[src/rtl/pam5_tx_shaper.sv]
// rtl/pam5_tx_shaper.sv - PAM5 symbol FIFO with per-lane post-cursor pre-emphasis and saturating TX samples
module pam5_tx_shaper #(
    parameter int DEPTH = 4,
    parameter int GAIN  = 32
) (
    input  logic        clock,
    input  logic        reset,
    input  logic        io_in_valid,
    output logic        io_in_ready,
    input  logic [11:0] io_in_bits,
    input  logic [7:0]  io_postTap,
    output logic [7:0]  io_samples_0,
    output logic [7:0]  io_samples_1,
    output logic [7:0]  io_samples_2,
    output logic [7:0]  io_samples_3,
    output logic        io_valid,
    input  logic        io_out_ready,
    output logic [2:0]  io_count,
    output logic        io_symErr,
    input  logic        io_clrErr
);
    localparam int            AW      = (DEPTH > 1) ? $clog2(DEPTH) : 1;
    localparam logic [AW-1:0] LAST    = AW'(DEPTH - 1);
    localparam logic [2:0]    DEPTH_W = 3'(DEPTH);

    logic [11:0]        mem [DEPTH];
    logic [AW-1:0]      wr_ptr;
    logic [AW-1:0]      rd_ptr;
    logic [2:0]         count;
    logic               push;
    logic               pop;
    logic [11:0]        head;
    logic [3:0]         illegal;
    logic signed [2:0]  sym  [4];
    logic signed [7:0]  nxt  [4];
    logic signed [2:0]  prev [4];
    logic signed [7:0]  smp  [4];
    logic               sym_err;
    logic               valid_q;

    // Ready depends only on registered occupancy, so a full FIFO never accepts even while popping
    assign io_in_ready = (count < DEPTH_W);
    assign push        = io_in_valid && io_in_ready;
    assign pop         = (io_out_ready || !valid_q) && (count != 3'd0);
    assign head        = mem[rd_ptr];

    assign io_samples_0 = smp[0];
    assign io_samples_1 = smp[1];
    assign io_samples_2 = smp[2];
    assign io_samples_3 = smp[3];
    assign io_valid     = valid_q;
    assign io_count     = count;
    assign io_symErr    = sym_err;

    // Decode the head word: sanitize each symbol and form the saturated pre-emphasized sample
    always_comb begin
        for (int i = 0; i < 4; i++) begin
            logic [2:0]         raw;
            logic signed [15:0] acc;
            raw        = head[11-3*i -: 3];
            illegal[i] = (raw == 3'b011) || (raw == 3'b100) || (raw == 3'b101);
            sym[i]     = illegal[i] ? 3'sd0 : $signed(raw);
            acc        = 16'(sym[i]) * 16'(GAIN) + 16'($signed(io_postTap)) * 16'(prev[i]);
            if (acc > 16'sd127) begin
                nxt[i] = 8'sd127;
            end else if (acc < -16'sd128) begin
                nxt[i] = -8'sd128;
            end else begin
                nxt[i] = acc[7:0];
            end
        end
    end

    // Storage array is not reset; stale words are unreachable once the pointers clear
    always_ff @(posedge clock) begin
        if (push) begin
            mem[wr_ptr] <= io_in_bits;
        end
    end

    // Pointers, occupancy, output register, lane history and sticky error flag
    always_ff @(posedge clock or posedge reset) begin
        if (reset) begin
            wr_ptr  <= '0;
            rd_ptr  <= '0;
            count   <= 3'd0;
            valid_q <= 1'b0;
            sym_err <= 1'b0;
            for (int i = 0; i < 4; i++) begin
                smp[i]  <= 8'sd0;
                prev[i] <= 3'sd0;
            end
        end else begin
            if (push) begin
                wr_ptr <= (wr_ptr == LAST) ? '0 : wr_ptr + 1'b1;
            end
            if (pop) begin
                rd_ptr  <= (rd_ptr == LAST) ? '0 : rd_ptr + 1'b1;
                valid_q <= 1'b1;
                for (int i = 0; i < 4; i++) begin
                    smp[i]  <= nxt[i];
                    prev[i] <= sym[i];
                end
            end else if (io_out_ready) begin
                valid_q <= 1'b0;
            end
            case ({push, pop})
                2'b10:   count <= count + 3'd1;
                2'b01:   count <= count - 3'd1;
                default: count <= count;
            endcase
            if (pop && (illegal != 4'b0000)) begin
                sym_err <= 1'b1;
            end else if (io_clrErr) begin
                sym_err <= 1'b0;
            end
        end
    end
endmodule

[config.mk]
export PLATFORM = sky130hd
export DESIGN_NAME = pam5_tx_shaper
export DESIGN_NICKNAME = d
export VERILOG_FILES = /design/src/rtl/pam5_tx_shaper.sv
export SDC_FILE = /design/constraint.sdc
export NUM_CORES = 1
export LEC_CHECK = 0
export CAP_MARGIN = 40
export CORE_ASPECT_RATIO = 0.9
export CORE_UTILIZATION = 55
export CTS_CLUSTER_DIAMETER = 50
export CTS_CLUSTER_SIZE = 40
export DETAILED_ROUTE_END_ITERATION = 10
export PLACE_DENSITY = 0.74
export SYNTH_ARGS = -nofsm -noshare
export SYNTH_HDL_FRONTEND = slang
export SYNTH_SLANG_ARGS = --single-unit
[constraint.sdc]
create_clock -name clock -period 5.2 [get_ports clock]
set_input_delay 1.04 -clock clock [delete_from_list [all_inputs] [get_ports clock]]
set_output_delay 1.04 -clock clock [all_outputs]
set_load 0.01 [all_outputs]
==> results of run 1 <==
## tightest hold or removal path, cell delays in order, from the launching register on
cell,delay [ns]
dfrtp_1,0.34
nand2_1,0.05
nand2_1,0.06
## layout make-up
type	count	area [sq um]
fill	1131	5080
clock inverter	6	67.6
multi-input combinational	527	4630
timing repair buffer	68	666
sequential	101	2770
inverter	99	372
clock buffer	10	229
tap	193	241
## cells in the mapped netlist (5+ instances only)
| library cell | n |
|---|---|
| ha_1 | 54 |
| edfxtp_1 | 48 |
| dfrtp_1 | 53 |
| o21bai_1 | 5 |
| fa_1 | 61 |
| a21oi_1 | 26 |
| nand3_1 | 5 |
| nor2_1 | 46 |
| xor2_1 | 8 |
| a221o_1 | 5 |
| clkbuf_1 | 13 |
| nor3_1 | 8 |
| nand2b_1 | 10 |
| a21o_1 | 11 |
| nand2_1 | 58 |
| o211ai_1 | 7 |
| inv_1 | 98 |
| o21ai_1 | 10 |
| a211oi_1 | 6 |
| and2_1 | 52 |
| or2_2 | 5 |
| o21ai_0 | 30 |
| xnor2_1 | 21 |
| mux4_2 | 12 |
| buf_6 | 6 |
| o22ai_1 | 9 |
## worst min path at each step
stage | from | cells past startpoint | to | slack [ns]
4_1_cts | io_samples_1[7] | 2 | io_samples_1[7] | 0.49
5_1_grt | io_samples_1[7] | 2 | io_samples_1[7] | 0.52
2_1_floorplan | prev[5] | 2 | prev[5] | 0.48
3_3_place_gp | io_samples_1[7] | 2 | io_samples_1[7] | 0.46
3_5_place_dp | io_samples_1[7] | 2 | io_samples_1[7] | 0.48
6_report | io_samples_1[7] | 2 | io_samples_1[7] | 0.48
## per-stage QoR
step | util [%] | instance area [sq um] | setup slack (ns)
CTS | 63.9 | 8980 | 0.506
finish | 63.9 | 8980 | 0.437
floorplan | - | 7920 | 0.868
global route | 63.9 | 8980 | 0.209
detailed placement | 61.8 | 8680 | 0.141
global placement | 61.8 | 8680 | 0.271
## sequential cells by signal, summed over array words and instances (netlist names)
signal	count
wr_ptr	2
mem	48
io_symErr	1
io_count	3
io_samples_3	8
prev	12
io_samples_2	8
io_valid	1
io_samples_0	8
rd_ptr	2
io_samples_1	8
## routing by layer
metal  global-route usage (%)  routed length (um)  vias up
li1                         -                   -     2671
met1                     29.0                6930     2814
met2                     43.2                8050      140
met3                     4.76                 684       18
met4                     8.08                 226        0
met5                        0                   0        -
## cell families (layout without fill, tap and decap cells)
family / Yosys count / count (layout) / synth area share, %
AO/OA/AOI/OAI: 156 / 156 / 13.7
flip-flops: 101 / 101 / 35.0
adder cells (fa/ha/maj): 115 / 115 / 24.0
buffers and inverters: 122 / 183 / 6.50
multiplexers: 20 / 20 / 4.49
XOR/XNOR: 29 / 29 / 3.21
AND/OR/NAND/NOR: 207 / 207 / 13.2
==> flow_summary.json, run 1 <==
{
  "status": "finished clean",
  "maxSlewViolCount": 0,
  "arrival_ns": 5.00,
  "setup-violations-final": 0,
  "setup.worst_path.start": "io_postTap[7]",
  "synth-edff-count": 48,
  "grt_max_degree": 54,
  "rsz0062_at_grt": "false",
  "cts_setup_buffers": 0,
  "holdWs_ns": 0.481,
  "path_delay_family": "adder cells",
  "worst_setup_path_end_kind": "register",
  "yosysSeqAreaShare_pct": 35.0,
  "clock_skew_ns": 0.00933,
  "path_clk_slew_ns": 0.07,
  "rows": 41,
  "r2r_cells": 12,
  "dr.pass1.iters": 5,
  "initial_core_util_pct": 56.3,
  "period_needed_ns": 4.76,
  "rrSetupSlack_ns": 0.71,
  "critPathLaunchType": "primary input",
  "antenna-diode-count": 0,
  "routed_wirelength_mm": 15.9,
  "vias_per_cell": 5.62,
  "r2r_end": "io_samples_3[6]",
  "grt_pass1_vias": 5998,
  "hold_viol_final": 0,
  "fin_nets": 946,
  "core_area_sq_mm": 0.0141,
  "vias": 5643,
  "syn-cell-area_sq_mm": 0.00792,
  "drc_errors": 0,
  "syn_nets": 890,
  "path_cells": "clkdlybuf4s50_1 > and2_1 > fa_1 > inv_1 > fa_1 > inv_1 > ha_1 > a21oi_2 > o2bb2ai_1 > a211o_1 > or3_1 > and3_4 > a221o_1",
  "drtIter0Drc": 319,
  "synthArstFlopShare_pct": 52.5,
  "crit_type": "primary input to register",
  "critical_path_buf_inv_count": 3,
  "placedCellCount": 988,
  "antenna_left": 0,
  "ys_top_cells_by_area": "edfxtp_1 (18%), dfrtp_1 (17%), fa_1 (15%)",
  "fin_tns_setup_ns": 0,
  "fp.dieW_um": 128,
  "ctsResizeCount": 0,
  "synth_top_area_share_pct": 18.2,
  "tightest_slew_ns": 0.728,
  "antenna_found_initial": 0,
  "drv_cap": 0,
  "gp_congestion": 0.876,
  "hp-class": "register to register",
  "dieArea_sq_mm": 0.0149,
  "critPathCapture": "io_samples_0[2]",
  "cts_tree": "built",
  "ys.flop_type": "dfrtp_1",
  "stdcell_count": 1004,
  "numPortBuffers": 62,
  "clockBufferDepth": 2,
  "cpPeakStageDelay_ns": 0.62,
  "syn_to_final_growth_pct": 13.4,
  "layout-drive-gt1-share_pct": 6.66,
  "cts_buffers": 9,
  "fmax_ghz": 0.210,
  "synth_cell_types": 73,
  "detail_route.wl_per_cell_um": 15.8,
  "cpMaxStageDelayCell": "clkdlybuf4s50_1",
  "dp_hpwl_mm": 12.1,
  "ioPinCount": 63,
  "synth-seq-cells": 101,
  "grt_first_pass_wirelength_mm": 27.6,
  "cts_hold_buf": 0,
  "required_ns": 5.44,
  "overflow": 0,
  "mostFrequentLayoutCells": "inv_1 (97), clkdlybuf4s50_1 (62), fa_1 (61)",
  "cp_max_fo": 12,
  "synth_area_leader_cell": "edfxtp_1",
  "min_period_over_period_pct": 91.6,
  "clk_latency_ns": 0.36,
  "synth_warnings": 0,
  "relSlewSlack_pct": 51.4,
  "synth.avg_cell_area_sq_um": 10.6,
  "cts_root_buf": "clkbuf_16",
  "crit_cells": 13,
  "cts-htree-levels": 3,
  "cts.sinks": 101,
  "grt.total_usage_pct": 24.0,
  "final_common_cell": "inv_1",
  "reg2reg_from": "rd_ptr[0]",
  "syn_inst": 750,
  "dieHeight_um": 116
}
Power of run 1 is not shown: default switching activity piles up to over one toggle a cycle in this logic, so the estimate is an artifact.
==> run 2, diff against run 1 <==
Settings changed: CTS_BUF_LIST set to sky130_fd_sc_hd__clkbuf_16.
==> run 2 against run 1 <==
Global-route usage unchanged. Hold slack unchanged. Wire length unchanged. Core utilization unchanged. Register-to-register slack about the same. Maximum frequency unchanged. Flip-flop and latch count unchanged. Design area unchanged. Clock skew unchanged. Non-clock buffer count unchanged. Clock-buffer cell count decreased by 1. Critical path depth unchanged.
==> flow_summary.json, run 2 (synthesized netlist as in run 1, its figures left out) <==
{
  "fin_tns_setup_ns": 0,
  "cts_hold_buf": 0,
  "use_met3_pct": 4.76,
  "use_met1_pct": 29.0,
  "fmax_ghz": 0.210,
  "core_area_sq_mm": 0.0141,
  "tightest_slew_ns": 0.728,
  "fin_nets": 946,
  "placedCellCount": 988,
  "grt_first_pass_wirelength_mm": 27.6,
  "antenna_found_initial": 0,
  "detail_route.wl_per_cell_um": 15.8,
  "hold_viol_final": 0,
  "largest_register_ffs": 48,
  "arrival_ns": 5.00,
  "routed_wirelength_mm": 15.9,
  "drc_errors": 0,
  "clock_skew_ns": 0.00933,
  "min_period_over_period_pct": 91.6,
  "rsz0062_at_grt": "false",
  "drtIter0Drc": 319,
  "crit_type": "primary input to register",
  "antenna-diode-count": 0,
  "dieHeight_um": 116,
  "drv_cap": 0,
  "holdPathStages": 2,
  "maxSlewViolCount": 0,
  "final_core_util_pct": 63.9,
  "path_delay_family": "adder cells",
  "required_ns": 5.44,
  "ctsResizeCount": 0,
  "grt.total_usage_pct": 24.0,
  "fp.dieW_um": 128,
  "cp_max_fo": 12,
  "cts.sinks": 101,
  "regMostFlops": "mem",
  "top_usage_layer": "met2",
  "met2_usage_pct": 43.2,
  "gp_congestion": 0.876,
  "dr.pass1.iters": 5,
  "fill_cells": 1131,
  "layout-drive-gt1-share_pct": 6.66,
  "dp_hpwl_mm": 12.1,
  "grt_max_degree": 54,
  "vias": 5643,
  "path_clk_slew_ns": 0.07,
  "relSlewSlack_pct": 51.4,
  "ioPinCount": 63,
  "clockBufferDepth": 2,
  "period_needed_ns": 4.76,
  "hp-class": "register to register",
  "r2r_cells": 12,
  "biggestRegsByFlops": "mem x48, prev x12",
  "overflow": 0,
  "final_common_cell": "inv_1",
  "dieArea_sq_mm": 0.0149,
  "rows": 41,
  "crit_cells": 13,
  "holdWs_ns": 0.481,
  "cpMaxStageDelayCell": "clkdlybuf4s50_1",
  "status": "finished clean",
  "initial_core_util_pct": 56.3,
  "stdcell_count": 1004,
  "clk_latency_ns": 0.36,
  "worst_setup_path_end_kind": "register",
  "critical_path_buf_inv_count": 3,
  "cts_tree": "built",
  "syn_to_final_growth_pct": 13.4,
  "critPathLaunchType": "primary input",
  "cts_buffers": 9,
  "numPortBuffers": 62,
  "cts-htree-levels": 3,
  "cpPeakStageDelay_ns": 0.62,
  "vias_per_cell": 5.62,
  "cts_setup_buffers": 0,
  "path_cells": "clkdlybuf4s50_1 > and2_1 > fa_1 > inv_1 > fa_1 > inv_1 > ha_1 > a21oi_2 > o2bb2ai_1 > a211o_1 > or3_1 > and3_4 > a221o_1",
  "setup-violations-final": 0,
  "mostFrequentLayoutCells": "inv_1 (98), clkdlybuf4s50_1 (62), fa_1 (61)",
  "cts_root_buf": "clkbuf_16",
  "antenna_left": 0,
  "grt_pass1_vias": 5998
}
[run 2: worst min-delay path, stage by stage, from the launching register on]
cell	delay, ns
dfrtp_1	0.34
nand2_1	0.05
nand2_1	0.06
[run 2: through the flow]
stage	setup slack, ns	area [sq um]
2_1_floorplan	0.868	7920
3_3_place_gp	0.271	8680
3_5_place_dp	0.141	8680
4_1_cts	0.506	8980
5_1_grt	0.209	8980
6_report	0.437	8980
[run 2: final timing paths]
path | slack, ns | end | startpoint
hold / removal | 0.48 | io_samples_1[7] | io_samples_1[7]
min in group asynchronous | 1.20 | wr_ptr[0] | reset
setup reg to reg | 0.71 | io_samples_3[6] | rd_ptr[0]
max in group asynchronous | 3.52 | io_samples_1[7] | reset
hold reg to reg | 0.48 | io_samples_1[7] | io_samples_1[7]
setup / recovery | 0.44 | io_samples_0[2] | io_postTap[7]
[run 2: area by class of cell]
class	instances	area (sq um)	area share, %
multi-input combinational	527	4630	51.6
sequential	101	2770	30.8
timing repair buffer	68	666	7.41
inverter	99	372	4.14
tap	193	241	2.69
clock buffer	9	225	2.51
clock inverter	7	71.3	0.794
[run 2: routing by layer]
metal	wire, um	vias to the layer above
met4	226	0
met3	684	18
met5	0	-
met2	8050	140
li1	-	2671
met1	6930	2814
Power of run 2 is left out for the same reason.
==> run 3, diff against run 2 <==
Settings changed: SKIP_LAST_GASP set to 1.
==> results of run 3 <==
Final layout, timing and power as in run 2 (identical DEF).
Power of run 3 is left out for the same reason.
